$ cat config.mk
export PLATFORM = sky130hd
export DESIGN_NAME = sram_bank_ctrl
export DESIGN_NICKNAME = d
export VERILOG_FILES = /design/src/rtl/sram_ctrl_pkg.sv /design/src/rtl/sram_rd_hold.sv /design/src/rtl/sram_bank_ctrl.sv
export SDC_FILE = /design/constraint.sdc
export NUM_CORES = 1
export LEC_CHECK = 0
export ABC_AREA = 1
export CAP_MARGIN = 20
export CELL_PAD_IN_SITES_DETAIL_PLACEMENT = 1
export CELL_PAD_IN_SITES_GLOBAL_PLACEMENT = 1
export CORE_MARGIN = 5
export CORE_UTILIZATION = 27
export DETAILED_ROUTE_END_ITERATION = 10
export PLACE_DENSITY = 0.85
export SLEW_MARGIN = 20
export SYNTH_ARGS = -nofsm -noshare
export SYNTH_HDL_FRONTEND = slang
export SYNTH_SLANG_ARGS = --single-unit
$ cat constraint.sdc
create_clock -name wb_clk_i -period 2.1 [get_ports wb_clk_i]
set_clock_uncertainty 0.05 [all_clocks]
set_input_delay 0.63 -clock wb_clk_i [delete_from_list [all_inputs] [get_ports wb_clk_i]]
set_output_delay 0.63 -clock wb_clk_i [all_outputs]
set_load 0.1 [all_outputs]
$ cat src/rtl/sram_ctrl_pkg.sv
// rtl/sram_ctrl_pkg.sv - shared defaults, widths and helpers for the SRAM bank controller
package sram_ctrl_pkg;

  localparam int DEF_DATA_W = 32;
  localparam int DEF_ADDR_W = 8;
  localparam int DEF_CNT_W  = 16;

  typedef struct packed {
    logic valid;
    logic err;
    logic coll;
  } rd_flags_t;

  function automatic int bank_w_of(input int num_banks);
    return (num_banks <= 1) ? 1 : $clog2(num_banks);
  endfunction

  // One byte lane of a masked merge: the new byte wins where the mask bit is set.
  function automatic logic [7:0] merge_byte(input logic mask, input logic [7:0] new_byte,
                                            input logic [7:0] old_byte);
    return mask ? new_byte : old_byte;
  endfunction

endpackage

$ cat src/rtl/sram_rd_hold.sv
// rtl/sram_rd_hold.sv - read pipeline, collision bypass merge and read-data hold register
module sram_rd_hold
  import sram_ctrl_pkg::*;
#(
  parameter int DATA_W    = DEF_DATA_W,
  parameter int NUM_BANKS = 4,
  parameter int BANK_W    = bank_w_of(NUM_BANKS)
) (
  input  logic                          clk,
  input  logic                          rst_n,
  input  logic                          rd_req,
  input  logic                          rd_ok,
  input  logic [BANK_W-1:0]             rd_bank,
  input  logic                          coll,
  input  logic [DATA_W-1:0]             wr_data,
  input  logic [DATA_W/8-1:0]           wr_mask,
  input  logic [NUM_BANKS*DATA_W-1:0]   mem_dout1,
  output logic [DATA_W-1:0]             rd_data,
  output logic                          rd_valid
);

  localparam int NB = DATA_W / 8;

  rd_flags_t         flags_q;
  logic [BANK_W-1:0] bank_q;
  logic [DATA_W-1:0] byp_data_q;
  logic [NB-1:0]     byp_mask_q;
  logic [DATA_W-1:0] hold_q;
  logic [DATA_W-1:0] macro_data;
  logic [DATA_W-1:0] merged;

  always_ff @(posedge clk or negedge rst_n) begin
    if (!rst_n) begin
      flags_q    <= '0;
      bank_q     <= '0;
      byp_data_q <= '0;
      byp_mask_q <= '0;
      hold_q     <= '0;
    end else begin
      flags_q.valid <= rd_req;
      flags_q.err   <= rd_req & ~rd_ok;
      flags_q.coll  <= coll;
      if (rd_req) bank_q <= rd_bank;
      if (coll) begin
        byp_data_q <= wr_data;
        byp_mask_q <= wr_mask;
      end
      if (flags_q.valid) hold_q <= merged;
    end
  end

  always_comb begin
    macro_data = '0;
    for (int b = 0; b < NUM_BANKS; b++) begin
      if (bank_q == BANK_W'(b)) macro_data = mem_dout1[b*DATA_W +: DATA_W];
    end
  end

  // An out-of-range read returns zero; otherwise bypassed bytes replace the macro bytes.
  always_comb begin
    merged = '0;
    if (!flags_q.err) begin
      for (int i = 0; i < NB; i++) begin
        merged[i*8 +: 8] = merge_byte(flags_q.coll & byp_mask_q[i],
                                      byp_data_q[i*8 +: 8], macro_data[i*8 +: 8]);
      end
    end
  end

  assign rd_valid = flags_q.valid;
  assign rd_data  = flags_q.valid ? merged : hold_q;

endmodule

$ cat src/rtl/sram_bank_ctrl.sv
// rtl/sram_bank_ctrl.sv - bank decode, chip selects and error/collision tracking for 1rw1r SRAM macros
module sram_bank_ctrl
  import sram_ctrl_pkg::*;
#(
  parameter int DATA_W    = DEF_DATA_W,
  parameter int ADDR_W    = DEF_ADDR_W,
  parameter int NUM_BANKS = 4,
  parameter int BANK_W    = bank_w_of(NUM_BANKS),
  parameter int CNT_W     = DEF_CNT_W
) (
  input  logic                        wb_clk_i,
  input  logic                        wb_rst_ni,
  input  logic                        rd_en,
  input  logic [BANK_W+ADDR_W-1:0]    rd_addr,
  output logic [DATA_W-1:0]           rd_data,
  output logic                        rd_valid,
  input  logic                        wr_en,
  input  logic [BANK_W+ADDR_W-1:0]    wr_addr,
  input  logic [DATA_W-1:0]           wr_data,
  input  logic [DATA_W/8-1:0]         wr_mask,
  output logic                        addr_err,
  output logic [CNT_W-1:0]            coll_cnt,
  output logic                        mem_clk,
  output logic [NUM_BANKS-1:0]        mem_csb0,
  output logic [NUM_BANKS-1:0]        mem_web0,
  output logic [DATA_W/8-1:0]         mem_wmask0,
  output logic [ADDR_W-1:0]           mem_addr0,
  output logic [DATA_W-1:0]           mem_din0,
  output logic [NUM_BANKS-1:0]        mem_csb1,
  output logic [ADDR_W-1:0]           mem_addr1,
  input  logic [NUM_BANKS*DATA_W-1:0] mem_dout1
);

  localparam int BANK_SPAN = 1 << BANK_W;
  // Bit b set when bank index b has a macro behind it.
  localparam logic [BANK_SPAN-1:0] BANK_OK = {BANK_SPAN{1'b1}} >> (BANK_SPAN - NUM_BANKS);

  logic [BANK_W-1:0] rd_bank;
  logic [BANK_W-1:0] wr_bank;
  logic              rd_ok;
  logic              wr_ok;
  logic              coll;
  logic              err_now;

  assign rd_bank = rd_addr[BANK_W+ADDR_W-1:ADDR_W];
  assign wr_bank = wr_addr[BANK_W+ADDR_W-1:ADDR_W];
  assign rd_ok   = BANK_OK[rd_bank];
  assign wr_ok   = BANK_OK[wr_bank];
  assign coll    = rd_en & wr_en & (rd_addr == wr_addr) & rd_ok;
  assign err_now = (rd_en & ~rd_ok) | (wr_en & ~wr_ok);

  assign mem_clk    = wb_clk_i;
  assign mem_addr0  = wr_addr[ADDR_W-1:0];
  assign mem_din0   = wr_data;
  assign mem_wmask0 = wr_mask;
  assign mem_addr1  = rd_addr[ADDR_W-1:0];

  // Selects are gated by reset directly so macros stay idle before the first edge.
  always_comb begin
    mem_csb0 = '1;
    mem_web0 = '1;
    mem_csb1 = '1;
    for (int b = 0; b < NUM_BANKS; b++) begin
      if (wb_rst_ni && wr_en && wr_ok && wr_bank == BANK_W'(b)) begin
        mem_csb0[b] = 1'b0;
        mem_web0[b] = 1'b0;
      end
      if (wb_rst_ni && rd_en && rd_ok && rd_bank == BANK_W'(b)) begin
        mem_csb1[b] = 1'b0;
      end
    end
  end

  always_ff @(posedge wb_clk_i or negedge wb_rst_ni) begin
    if (!wb_rst_ni) begin
      addr_err <= 1'b0;
      coll_cnt <= '0;
    end else begin
      if (err_now) addr_err <= 1'b1;
      if (coll && coll_cnt != '1) coll_cnt <= coll_cnt + CNT_W'(1);
    end
  end

  sram_rd_hold #(
    .DATA_W    (DATA_W),
    .NUM_BANKS (NUM_BANKS),
    .BANK_W    (BANK_W)
  ) u_rd_hold (
    .clk       (wb_clk_i),
    .rst_n     (wb_rst_ni),
    .rd_req    (rd_en),
    .rd_ok     (rd_ok),
    .rd_bank   (rd_bank),
    .coll      (coll),
    .wr_data   (wr_data),
    .wr_mask   (wr_mask),
    .mem_dout1 (mem_dout1),
    .rd_data   (rd_data),
    .rd_valid  (rd_valid)
  );

endmodule

=== Word level (Yosys, flattened, before mapping) ===
Index checks and enable logic that the tools add are counted.
W data, S select, Z words.

* Output and inout port bits: 115
* Register bits after elaboration: 90

* Magnitude comparators: 2
* Reduce and logical (&&, ||, !) cells: 16
* Bitwise operators: 12
* Equal/unequal tests: 11
* Muxes and demuxes: 22
* Add/subtract/negate cells: 1

{| class="wikitable"
|+ Operator list
! operator !! number
|-
| $mux W32 || 6
|-
| $mux W8 || 4
|-
| $add A16 B1 Y16 const B || 1
|-
| $ne A16 B16 Y1 const B || 1
|-
| $logic_and A1 B1 Y1 || 13
|-
| $eq A2 B2 Y1 const B || 6
|-
| $eq A10 B10 Y1 || 1
|-
| $mux W1 || 10
|-
| $and A1 B1 Y1 || 9
|-
| $eq A2 B1 Y1 const B || 3
|-
| $logic_not A2 Y1 || 3
|-
| $lt A2 B3 Y1 const B || 2
|-
| $bmux W1 S2 || 2
|-
| $not A1 Y1 || 2
|-
| $or A1 B1 Y1 || 1
|}

=== Logic depth before layout (Yosys ltp) ===
Gate-level depths: netlist (run 1).

* Word-level depth: 8
* Depth in mapped cells: 12

=== By module ===
Synthesis (run 1) repeated with hierarchy kept, for this count alone.

* Cell total of the unflattened synthesis: 942
* Area, all modules: 6322.3 µm²

{| class="wikitable"
|+ Modules (own cells, without submodules)
! module !! instances !! area each (µm²) !! cells each !! seq. area each (µm²)
|-
| sram_rd_hold || 1 || 4279.1 || 625 || 1826.8
|-
| sram_bank_ctrl || 1 || 2043.2 || 317 || 400.4
|}

==> results of run 1 <==
[layer usage]
metal  wire, um  up-vias  part of all wire  global-route usage
met3       1990       76             0.065              0.0551
met5         25        -           0.00082                   0
met1      11100     3549              0.36               0.252
met4       1010        4             0.033              0.0805
met2      16400      252              0.54               0.427
li1           -     3363                 -                   -
[power by group]
part	total (mW)	switching, mW	internal [mW]
clock network	2.27	0.890	1.38
registers	1.85	0.0463	1.80
logic	3.55	2.13	1.42
[through the flow]
step,setup slack [ns],util
after detailed placement,-0.590,0.524
after floorplan,-0.0688,-
after global placement,-0.572,0.524
final,-0.735,0.575
after CTS,-0.712,0.559
after global routing,-0.814,0.575
[sequential cells by signal, summed over array words and instances (netlist names)]
register	count
u_rd_hold.byp_data_q	32
u_rd_hold.bank_q	2
coll_cnt	16
u_rd_hold.hold_q	32
u_rd_hold.flags_q	1
u_rd_hold.byp_mask_q	4
u_rd_hold.rd_valid	1
[how the worst max path moves through the flow]
stage	start	end	slack, ns	depth (start not counted)
3_3_place_gp	mem_dout1[52]	rd_data[20]	-0.57	8
5_1_grt	u_rd_hold.bank_q[1]	rd_data[1]	-0.81	10
4_1_cts	u_rd_hold.bank_q[1]	rd_data[9]	-0.71	9
6_report	u_rd_hold.bank_q[1]	rd_data[1]	-0.73	10
3_5_place_dp	mem_dout1[50]	rd_data[18]	-0.59	8
2_1_floorplan	wb_rst_ni	mem_csb1[0]	-0.07	3
[cells in the mapped netlist, drive strengths merged]
| master | instances |
|---|---|
| nor2 | 32 |
| nand3b | 1 |
| clkinv | 1 |
| clkbuf | 16 |
| and2 | 1 |
| xor2 | 4 |
| a21oi | 12 |
| nand3 | 95 |
| nand4 | 22 |
| ha | 1 |
| o21ai | 31 |
| dfrtp | 88 |
| xnor2 | 4 |
| nand2 | 381 |
| inv | 43 |
| buf | 78 |
| o221ai | 23 |
| conb | 1 |
| nor3 | 1 |
[cell families after synthesis]
group / Yosys count
AO/OA/AOI/OAI: 66
flip-flops: 88
other: 1
buffers and inverters: 138
adder cells (fa/ha/maj): 1
AND/OR/NAND/NOR: 533
XOR/XNOR: 8
[layout make-up]
| cell class | instances | area (um2) |
|---|---|---|
| Fill cell | 2331 | 8880 |
| Clock inverter | 4 | 77.6 |
| Antenna cell | 1 | 2.50 |
| Clock buffer | 15 | 334 |
| Timing Repair Buffer | 434 | 5340 |
| Multi-Input combinational cell | 609 | 3520 |
| Sequential cell | 88 | 2210 |
| Inverter | 44 | 179 |
| Tap cell | 275 | 344 |
[placed cells by master, fill, tap and decap left out, drive strengths merged]
cell type	n
a21oi	12
and2	1
buf	250
bufinv	2
clkbuf	17
clkdlybuf4s15	1
clkdlybuf4s50	160
clkinv	3
clkinvlp	1
conb	1
dfrtp	88
diode	1
dlygate4sd2	20
dlymetal6s2s	1
ha	1
inv	42
nand2	381
nand3	95
nand3b	1
nand4	22
nor2	32
nor3	1
o21ai	31
o221ai	23
xnor2	4
xor2	4
[worst max-delay path: stages, from the launching register on]
cell and delay, ns:
dfrtp_2 0.46, inv_4 0.08, nor2_4 0.16, buf_6 0.17
nand2_1 0.07, nand3_1 0.07, o21ai_1 0.07, a21oi_1 0.18
o21ai_1 0.16, nand2_4 0.11, buf_12 0.17
[repair_timing]
item | CTS | global route
pin swaps | 11 | 20
hold buffers | 0 | 0
cloned | 1 | 0
setup endpoints to repair | 89 | 71
gates resized for setup | 105 | 74
setup buffers | 15 | 8
hold endpoints to repair | 0 | 0
==> run metrics, run 1 <==
Unique masters post-synth=29; Fmax=353 MHz; I/O Buffers=about 300; synthesized area per cell=6.83 um2; Yosys reg bits=88; worst-path fanout max=6; die area=approximately 24000 um2; Final min period=roughly 2.8 ns; DR iter-0 viols=286; DRC=0; Antenna Violating Nets Remaining=0; Initial Util=0.273; largest family of logic cells by synthesized area=simple AND/OR/NAND/NOR gates; run status=finished with violations; mux cell area share after synthesis=0; yosys warns=0; Leak Pwr=5.74 nW; Simple-Gate Fraction of Synth Area=0.387; DP HPWL=22500 um; number of global-route vias before repair=8008; post-synth top area cell=dfrtp_1; setup violators final=33; final WL=30600 um; Net Count, Synth=~1000; crit path DAT=2.15 ns; largest net degree at the start of global routing=51; FF-to-FF End=u_rd_hold.hold_q[28]; Worst-path clk slew=about 0.060 ns; top post-synthesis cells by area=dfrtp_1 39%, nand2_1 25%, nand3_1 8.2%; GRT overflow=0; critical path class=reg -> out; R2R Setup Slk=0.26 ns; failing checks=setup timing; first-pass detailed-route iteration total=4; Final period util=1.35; first-pass GRT wire length=approximately 44000 um; I/O pins=303; Nets=roughly 1400; post-synthesis xor/xnor area fraction=0.0123; Die X=155 um; Adder-Cell Fraction of Synth Area=0.00219; RSZ-0062 raised after global routing=true; core region area=20900 um2; Gate Count Post-Synth=~840; fin. max-slew vios=0; routed vias/inst=between 4 and 5; latest clock arrival within the worst-skew pair=0.45 ns; startpoint types=register; ratio of cells with drive above 1 in the final layout=0.341; worst-margin pin slew=about 0.68 ns; gpl congestion=about 0.86; Max Cap Viol=0; Seq/Total Area, Yosys=0.386; Area growth, synth to finish=111%; initial antenna violation count=2; row count=53; final std cells w/o fill=1470; Max transition margin=0.548; fin area=~12000 um2; P per Cell Area=638 nW/um2; hold_ws=approximately 0.11 ns; via count=7244; CTS tree=done; Peak VDD IR=0.411 mV; r2r startpoint=u_rd_hold.bank_q[1]; wire length per cell=20.8 um; Worst Path Required=approximately 1.4 ns; share of the synthesized area in the top cell type=0.386; final hold violations=0; Compound-Gate Fraction of Synth Area=0.0737; total track usage=0.229; R2R depth=11; setup slack after layout=-0.735 ns; Post-DP Area=10900 um2; Mapped Area=5700 um2; Hold Crit Class=in -> async; Die Y=155 um; Power, Total=between 7 and 8 mW; Setup crit end kind=primary output; Placed Cells=1432; total negative setup slack=-18.85 ns
(Power assumes the default switching activity.)
==> run 2, diff against run 1 <==
--- a/config.mk
+++ b/config.mk
@@ -11,8 +11,10 @@
 export CELL_PAD_IN_SITES_GLOBAL_PLACEMENT = 1
 export CORE_MARGIN = 5
 export CORE_UTILIZATION = 27
+export CTS_CLUSTER_SIZE = 24
 export DETAILED_ROUTE_END_ITERATION = 10
 export PLACE_DENSITY = 0.85
+export RECOVER_POWER = 50
 export SLEW_MARGIN = 20
 export SYNTH_ARGS = -nofsm -noshare
 export SYNTH_HDL_FRONTEND = slang
==> run metrics, run 2 (synthesis results as in run 1) <==
P per Cell Area=640 nW/um2; Buf/Inv on CP=3; Antenna Violating Nets Remaining=0; Max Cap Viol=0; GRT Max-Usage Layer=met2; final hold violations=0; failing checks=setup timing; ratio of cells with drive above 1 in the final layout=0.338; Clk pwr share=0.297; grt met1 use=0.252; latest clock arrival within the worst-skew pair=0.45 ns; M3 GR Usage=0.0551; Internal=around 4.6 mW; fin. max-slew vios=0; wire length per cell=~21 um; Nets=1378; run status=finished with violations; crit-path leading delay family=flip-flops; routed vias/inst=~4.9; r2r startpoint=u_rd_hold.bank_q[1]; critical path class=reg -> out; routing usage on met2=0.427; Die Y=155 um; crit path DAT=about 2.2 ns; largest net degree at the start of global routing=51; DRC=0; Initial Util=0.273; worst-path fanout max=6; first-pass detailed-route iteration total=5; Setup crit end kind=primary output; CP max-delay cell=dfrtp_2; sequential power share=0.241; final WL=slightly above 30000 um; RSZ-0062 raised after global routing=true; setup violators final=45; Leak Pwr=5.73 nW; worst-margin pin slew=approximately 1.3 ns; CTS tree=done; Final period util=1.35; Die X=around 160 um; Largest regs=u_rd_hold.byp_data_q (32), u_rd_hold.hold_q (32), coll_cnt (16); gpl congestion=0.865; I/O Buffers=between 300 and 400; initial antenna violation count=2; I/O pins=303; Fmax=around 350 MHz; Peak VDD IR=0.411 mV; Final min period=2.84 ns; Switch Pwr=3.07 mW; R2R Setup Slk=0.26 ns; R2R depth=11; core region area=20900 um2; Worst-path clk slew=0.06 ns; DR iter-0 viols=292; most common cell after layout, fill and taps aside=nand2_1; Critical Path Source=u_rd_hold.bank_q[1]; antenna fix cells=0; total track usage=0.229; DP HPWL=22500 um; Net Sw Frac=0.400; GRT overflow=0; Worst Path Required=~1.4 ns; end point of the critical path=rd_data[1]; Hold Crit Class=in -> async; critical path depth=10; crit path cell chain=inv_4 -> nor2_4 -> buf_6 -> nand2_1 -> nand3_1 -> o21ai_1 -> a21oi_1 -> o21ai_1 -> nand2_4 -> buf_12; hold_ws=0.359 ns; Setup WS pre-CTS=-0.590 ns; Max transition margin=0.126; final core utilization=0.574; setup slack after layout=-0.739 ns; row count=53; number of global-route vias before repair=8008; startpoint types=register; Area growth, synth to finish=110%; first-pass GRT wire length=43800 um; combinational fraction of design power=0.462; most frequent cells in the layout=332 x nand2_1, 160 x clkdlybuf4s50_1, 127 x buf_12, 102 x buf_4, 81 x dfrtp_1; die area=24100 um2; slowest cell delay on critical path=0.46 ns; hold_buf cts=0; via count=approximately 7200; FF-to-FF End=u_rd_hold.hold_q[28]; most common cell type on the critical path=o21ai_1
==> run 2: changes by cell type in the layout (fill, tap and decap cells not counted), sizes merged <==
cell / before / now
buf: 250 / 245
diode: 1 / 0
clkbuf: 17 / 22
==> run 2: power by group through the flow <==
stage / logic (mW) / clock network [mW] / registers (mW)
4_1_cts: 3.42 / 2.30 / 1.84
2_1_floorplan: 1.81 / 0.180 / 1.87
6_report: 3.54 / 2.28 / 1.85
3_3_place_gp: 3.25 / 0.187 / 1.87
3_5_place_dp: 3.31 / 0.187 / 1.88
5_1_grt: 3.66 / 2.42 / 1.85
==> run 2: cell type report <==
| class | instances | area (um2) |
|---|---|---|
| clock buffers | 15 | 334 |
| clock inverters | 4 | 77.6 |
| fillers | 2336 | 8900 |
| inverters | 44 | 179 |
| multi-input cells | 609 | 3520 |
| flip-flops and latches | 88 | 2210 |
| well taps | 275 | 344 |
| repair buffers | 434 | 5320 |
==> run 2: stage by stage <==
stage          TNS, ns  instances  power [mW]  cell area (um2)
2_1_floorplan   -0.308        835        3.86             6100
3_3_place_gp    -37.24       1432        5.30            10900
3_5_place_dp    -42.03       1432        5.38            10900
4_1_cts         -19.94       1466        7.57            11700
5_1_grt         -23.59       1469        7.94            12000
6_report        -19.75       1469        7.66            12000
==> run 2: layer usage <==
metal  part of all wire  wire length, um
met5            0.00082               25
met4              0.033             1020
met3              0.063             1910
met2               0.54            16400
met1               0.37            11200
==> run 2: worst min path at each step <==
stage | startpoint | to | depth (start not counted)
floorplan | wb_rst_ni | coll_cnt[0] | 0
CTS | wb_rst_ni | u_rd_hold.byp_data_q[24] | 2
detailed placement | u_rd_hold.byp_data_q[16] | u_rd_hold.byp_data_q[16] | 2
global route | wb_rst_ni | u_rd_hold.byp_data_q[24] | 2
global placement | u_rd_hold.byp_data_q[2] | u_rd_hold.byp_data_q[2] | 2
finish | wb_rst_ni | u_rd_hold.byp_data_q[23] | 2
==> run 2: repair_timing <==
item	4_1_cts	5_1_grt
resized for setup	105	74
endpoints found under the setup margin	89	71
cloned	1	0
pin swaps	11	20
setup buffers	15	8
